File: config.mk
export PLATFORM = sky130hd
export DESIGN_NAME = timer_multi
export DESIGN_NICKNAME = d
export VERILOG_FILES = /design/src/rtl/timer_multi.sv
export SDC_FILE = /design/constraint.sdc
export NUM_CORES = 1
export LEC_CHECK = 0
export CAP_MARGIN = 20
export CORE_AREA = 2 2 100 102
export DETAILED_ROUTE_END_ITERATION = 10
export DIE_AREA = 0 0 102 104
export PLACE_DENSITY_LB_ADDON = 0.08
export SYNTH_ARGS = -nofsm -noshare
export SYNTH_HDL_FRONTEND = slang
export SYNTH_SLANG_ARGS = --single-unit
File: constraint.sdc
create_clock -name clk -period 2.29 [get_ports clk]
set_input_delay 0.3435 -clock clk [delete_from_list [all_inputs] [get_ports clk]]
set_output_delay 0.3435 -clock clk [all_outputs]
set_load 0.005 [all_outputs]
File: src/rtl/timer_multi.sv
// timer_multi: bank of independent programmable down-count timers with
// per-channel pending/overrun flags and a lowest-index interrupt encoder.
//
// Ports:
//   clk, reset          - single clock, synchronous active-high reset
//   wr_en/wr_ch         - configuration write strobe and target channel
//   wr_period           - period P in clk cycles (0 disables the channel)
//   wr_enable           - run enable written together with the period
//   wr_oneshot          - 1 = one-shot, 0 = periodic
//   ack                 - per-channel level acknowledge, clears pending/overrun
//   irq                 - registered per-channel pending flags
//   irq_any / irq_id    - OR of irq / lowest pending channel index (0 if none)
//   overrun             - registered "fired while already pending" flags
//   rd_ch / rd_count    - combinational counter readback (0 if out of range)
module timer_multi #(
    parameter int unsigned CHANNELS = 4,
    parameter int unsigned WIDTH    = 8,
    localparam int unsigned IDW     = (CHANNELS > 1) ? $clog2(CHANNELS) : 1
) (
    input  logic                clk,
    input  logic                reset,
    input  logic                wr_en,
    input  logic [IDW-1:0]      wr_ch,
    input  logic [WIDTH-1:0]    wr_period,
    input  logic                wr_enable,
    input  logic                wr_oneshot,
    input  logic [CHANNELS-1:0] ack,
    output logic [CHANNELS-1:0] irq,
    output logic                irq_any,
    output logic [IDW-1:0]      irq_id,
    output logic [CHANNELS-1:0] overrun,
    input  logic [IDW-1:0]      rd_ch,
    output logic [WIDTH-1:0]    rd_count
);

    logic [WIDTH-1:0]    period [CHANNELS];
    logic [WIDTH-1:0]    cnt    [CHANNELS];
    logic [CHANNELS-1:0] en;
    logic [CHANNELS-1:0] mode;
    logic [CHANNELS-1:0] pending;
    logic [CHANNELS-1:0] ovr;

    logic [CHANNELS-1:0] wr_hit;
    logic [CHANNELS-1:0] fire;

    // Write decode and fire detection; out-of-range wr_ch matches no channel,
    // and a write to a channel suppresses any fire due on it this cycle.
    always_comb begin
        wr_hit = '0;
        fire   = '0;
        for (int i = 0; i < int'(CHANNELS); i++) begin
            wr_hit[i] = wr_en && (wr_ch == IDW'(i));
            fire[i]   = en[i] && !wr_hit[i] && (cnt[i] == '0);
        end
    end

    // Per-channel configuration and counter state.
    always_ff @(posedge clk) begin
        if (reset) begin
            for (int i = 0; i < int'(CHANNELS); i++) begin
                period[i] <= '0;
                cnt[i]    <= '0;
            end
            en   <= '0;
            mode <= '0;
        end else begin
            for (int i = 0; i < int'(CHANNELS); i++) begin
                if (wr_hit[i]) begin
                    period[i] <= wr_period;
                    mode[i]   <= wr_oneshot;
                    en[i]     <= wr_enable && (wr_period != '0);
                    cnt[i]    <= (wr_period == '0) ? '0 : wr_period - WIDTH'(1);
                end else if (en[i]) begin
                    if (cnt[i] != '0) begin
                        cnt[i] <= cnt[i] - WIDTH'(1);
                    end else if (mode[i]) begin
                        en[i] <= 1'b0;
                    end else begin
                        cnt[i] <= period[i] - WIDTH'(1);
                    end
                end
            end
        end
    end

    // Pending: a fire beats a same-cycle ack. Overrun: ack always clears it,
    // so a fire coinciding with an ack counts as a fresh event.
    always_ff @(posedge clk) begin
        if (reset) begin
            pending <= '0;
            ovr     <= '0;
        end else begin
            pending <= fire | (pending & ~ack);
            ovr     <= ~ack & (ovr | (fire & pending));
        end
    end

    assign irq     = pending;
    assign overrun = ovr;
    assign irq_any = |pending;

    // Lowest-index pending channel wins.
    always_comb begin
        irq_id = '0;
        for (int i = int'(CHANNELS) - 1; i >= 0; i--) begin
            if (pending[i]) irq_id = IDW'(i);
        end
    end

    // Counter readback; out-of-range selects read as zero.
    always_comb begin
        rd_count = '0;
        for (int i = 0; i < int'(CHANNELS); i++) begin
            if (rd_ch == IDW'(i)) rd_count = cnt[i];
        end
    end

endmodule

# After elaboration in Yosys (flattened, before gate mapping)
# Memory sizes are Yosys's and may differ from the RTL's.
# Cells that the tools add are included.
# word_totals
mem_bits_rw	64
output_inout_bits	19
n_memories	2
reg_bits	16
input_bits	21
# op_classes
n_reduce_logical	30
n_eq_ne	6
n_mux	95
addsub	9
bitwise	22
# mem_list
memory	words	width	rd	rd_clocked_by_memory_dff	write_ports	line	rtl
cnt	4	8	4	0	4	37	logic [WIDTH-1:0] cnt [CHANNELS];
period	4	8	4	0	4	36	logic [WIDTH-1:0] period [CHANNELS];
# ops
operator	count
two-way mux 8 bit	21
subtractor 8 x 1 -> 8 bit (second input constant)	9
two-way mux 1 bit	70
zero test 8 bit	5
nonzero test 8 bit	5
OR 1 bit	16
logical AND 1 bit	13
AND 4 bit	3
== test 2 bit (second input constant)	4
two-way mux 2 bit	4
OR 4 bit	2
== test 2 x 1 -> 1 bit (second input constant)	2
zero test 1 bit	4
zero test 2 bit	2
inverter 4 bit	1
OR reduction 4 bit	1

# Longest topological paths before layout
# depth
ltp_word	8
mapped_depth	7

# Worst setup path after synthesis
# OpenSTA, ideal clock, no wires.
# synth_path
path_kind	reg2reg
startpoint	memory cnt[3][0]
endpoint	memory cnt[3][0], enable pin
n_path_buf	0
t_arrival_ns	1.930
setup_time_ns	0.329
stages_incl_launch_ff	8
t_required_ns	1.961
slack_ns	0.031
path_cell_list	edfxtp_1 -> inv_1 -> ha_1 -> or3b_2 -> nor2b_1 -> and3_1 -> nor2_1 -> nand2_1
# synth_lines
item	line
from (decl)	37

==> results.yml <==
critical_path:
  crit_type: "flip-flop to output port"
  crit_path_start_kind: "flip-flop"
  endpoint_kind: "output port"
  worstPathRequired_ns: 1.95
  timing.rr.start: "cnt[0][0]$_SDFFCE_PN0P_"
  cp_max_fo: 7
  crit_start: "cnt[0][4]$_SDFFCE_PN0P_"
  worstPathArrival_ns: 1.89
hold_path:
  hp-class: "flip-flop to flip-flop"
  hold_start: "mode[0]$_SDFFE_PP0P_"
floorplan:
  fp.dieH_um: 104
  start_util: 0.518
  die_area_um2: 10600
  fp.dieW_um: 102
  rows: 36
  coreArea_um2: 9550
  io_pins: 40
place:
  dp.final_hpwl_um: 11100
  numPortBuffers: 39
  placed_cell_area_um2: 6060
  globalplace.congestion: 0.900
timing:
  layout_min_cycle_time_ns: 2.23
  drv_slew: 0
  max-slew-margin-rel: 0.715
  timing.fmax_mhz: 448
  finalCritPeriodShare: 0.975
  skew_ns: 0.00919
  holdWs_ns: 0.487
  finalSetupTns_ns: 0
  setup_viol: 0
  tightest_slew_ns: 0.426
  hold_viol: 0
yosys:
  synth_top_family_by_area: "simple AND/OR/NAND/NOR gates"
  syn_area_um2: 4940
  synth_seq_cells: 80
  synth_largest_type_area_fraction: 0.389
  ys.flop_type: "edfxtp_1"
  ys_types: 65
  synth_area_leaders: "edfxtp_1 39%, dfxtp_1 6.5%, nor2_1 4.8%"
  synth.area.mux_share: 0.0638
  synthCells: 486
  synth_edf_count: 64
  yosysMostFrequentCell: "edfxtp_1"
  avgSynthCellArea_um2: 10.2
  synth-compound-area-share: 0.126
  synth_commonest_cells: "64 x edfxtp_1, 63 x nor2_1, 34 x nand2_1"
  synthAdderAreaFrac: 0.0253
  synth_top_area_cell: "edfxtp_1"
  ys_seq_area_frac: 0.453
  synth_warnings: 0
  synth.net_count: 517
  synth-simple-area-share: 0.234
  synth_async_sr_flop_share: 0
  synthXorXnorAreaFrac: 0.0638
finish:
  nets: 634
  stdcell_area_um2: 6380
  area.growth.synth_to_final_pct: 29.1
  layout-drive-gt1-share: 0.206
  n_antenna_cell: 0
route:
  routed_via_density: 5.74
  drt-total-wl_um: 13900
  drt_iter0_markers: 246
  vias: 4254
  drc: 0
  drt_pass1_iterations: 5
  ant_nets: 0
  post_drt_wl_per_cell_um: 18.8
power:
  ir_drop_mv: 0.372
  p_per_area_nw_per_um2: 585
  p_leak_nw: 2.46
clocking:
  cts_sinks: 80
  clk_latency_ns: 0.37
  cts_max_level: 3
  numCtsBuffers: 9
  root_buffer: "clkbuf_8"
  cts_tree: "yes"
  max-clock-path-buffers: 2
  clk_pin_slew_ns: 0.08
outcome:
  outcome: "completed"
global_routing:
  grt_pass1_wl_um: 22100
  grt_overflow: 0
  grt_pass1_vias: 4118
  antenna_found_initial: 0
  grt_max_degree: 15
  groute.usage.overall: 0.277
job:
  max-cap-violations: 0
registers in the layout, summed over array words and instances (netlist names):
signal,flops
cnt,32
overrun,4
en,4
irq,4
mode,4
period,32
worst max-delay path, cell delays in order, from the launching register on:
cell and delay [ns]:
edfxtp_1 0.45, buf_6 0.17, mux4_2 0.44, clkdlybuf4s50_1 0.46
layout by cell type, fill, tap and decap left out, types with 4 or more instances in the layout:
cell / Yosys / layout
nor3b_1: 5 / 5
xnor2_1: 22 / 22
and2_1: 18 / 18
a21o_1: 4 / 4
nor3_1: 23 / 22
nand2b_1: 4 / 4
nand3_1: 5 / 5
nor4_1: 7 / 7
inv_1: 31 / 31
xor2_1: 14 / 14
edfxtp_1: 64 / 64
nand2_1: 34 / 34
clkdlybuf4s50_1: 0 / 37
mux2i_1: 12 / 12
ha_1: 10 / 10
dfxtp_1: 16 / 16
clkbuf_8: 0 / 9
a21oi_1: 19 / 19
nand3b_1: 6 / 6
a22oi_1: 5 / 5
mux4_2: 7 / 7
buf_4: 0 / 74
and3_1: 7 / 7
o21ai_0: 13 / 13
or4_1: 6 / 5
nor4b_1: 4 / 4
a2bb2oi_1: 6 / 6
o221ai_1: 8 / 8
nor2_1: 63 / 63
worst paths after layout:
| check | end | slack, ns | cells after the start |
|---|---|---|---|
| min reg2reg | mode[0]$_SDFFE_PP0P_ | 0.49 | 2 |
| max | rd_count[4] | 0.06 | 3 |
| min | mode[0]$_SDFFE_PP0P_ | 0.49 | 2 |
| max reg2reg | cnt[0][3]$_SDFFCE_PN0P_ | 0.09 | 6 |
power breakdown:
| group | internal [mW] | switching, mW | total (mW) |
|---|---|---|---|
| Clock | 0.732 | 0.554 | 1.29 |
| Combinational | 0.342 | 0.334 | 0.675 |
| Sequential | 1.67 | 0.105 | 1.77 |
metrics by stage:
step | instances | total power [mW] | utilization | worst slack (ns)
finish | 741 | 3.73 | 0.668 | 0.0563
global route | 741 | 3.87 | 0.668 | -0.0606
CTS | 739 | 3.71 | 0.661 | 0.00120
detailed placement | 723 | 2.45 | 0.635 | -0.352
global placement | 723 | 2.43 | 0.635 | -0.244
floorplan | 486 | 2.12 | - | 0.0313
per-layer routing:
| layer | share of wire | GRT usage | vias up |
|---|---|---|---|
| met2 | 0.46 | 0.420 | 188 |
| met1 | 0.44 | 0.405 | 1995 |
| met5 | 0 | 0 | - |
| li1 | - | - | 2048 |
| met3 | 0.074 | 0.0430 | 23 |
| met4 | 0.024 | 0.0962 | 0 |
repair_timing:
item | in CTS | in global routing
gates resized for setup | 5 | 11
hold buffers | 0 | 0
buffers inserted | 0 | 2
pin swaps | 0 | 0
cloned | 0 | 0
endpoints found under the setup margin | 8 | 19
hold endpoints to repair | 0 | 0
kinds of logic (layout without fill, tap and decap cells):
kind of cell,after synthesis,count (layout)
multiplexers,21,21
adder cells (fa/ha/maj),10,10
AND/OR/NAND/NOR,208,208
flip-flops,80,80
buffers and inverters,43,165
XOR/XNOR,36,36
AO/OA/AOI/OAI,88,88
final cells by class:
type / count / area, um2
flip-flops and latches: 80 / 2240
inverters: 31 / 116
fillers: 778 / 3170
multi-input cells: 363 / 2590
clock buffers: 10 / 128
well taps: 133 / 166
repair buffers: 118 / 1030
clock inverters: 6 / 115
(Power assumes the default switching activity.)
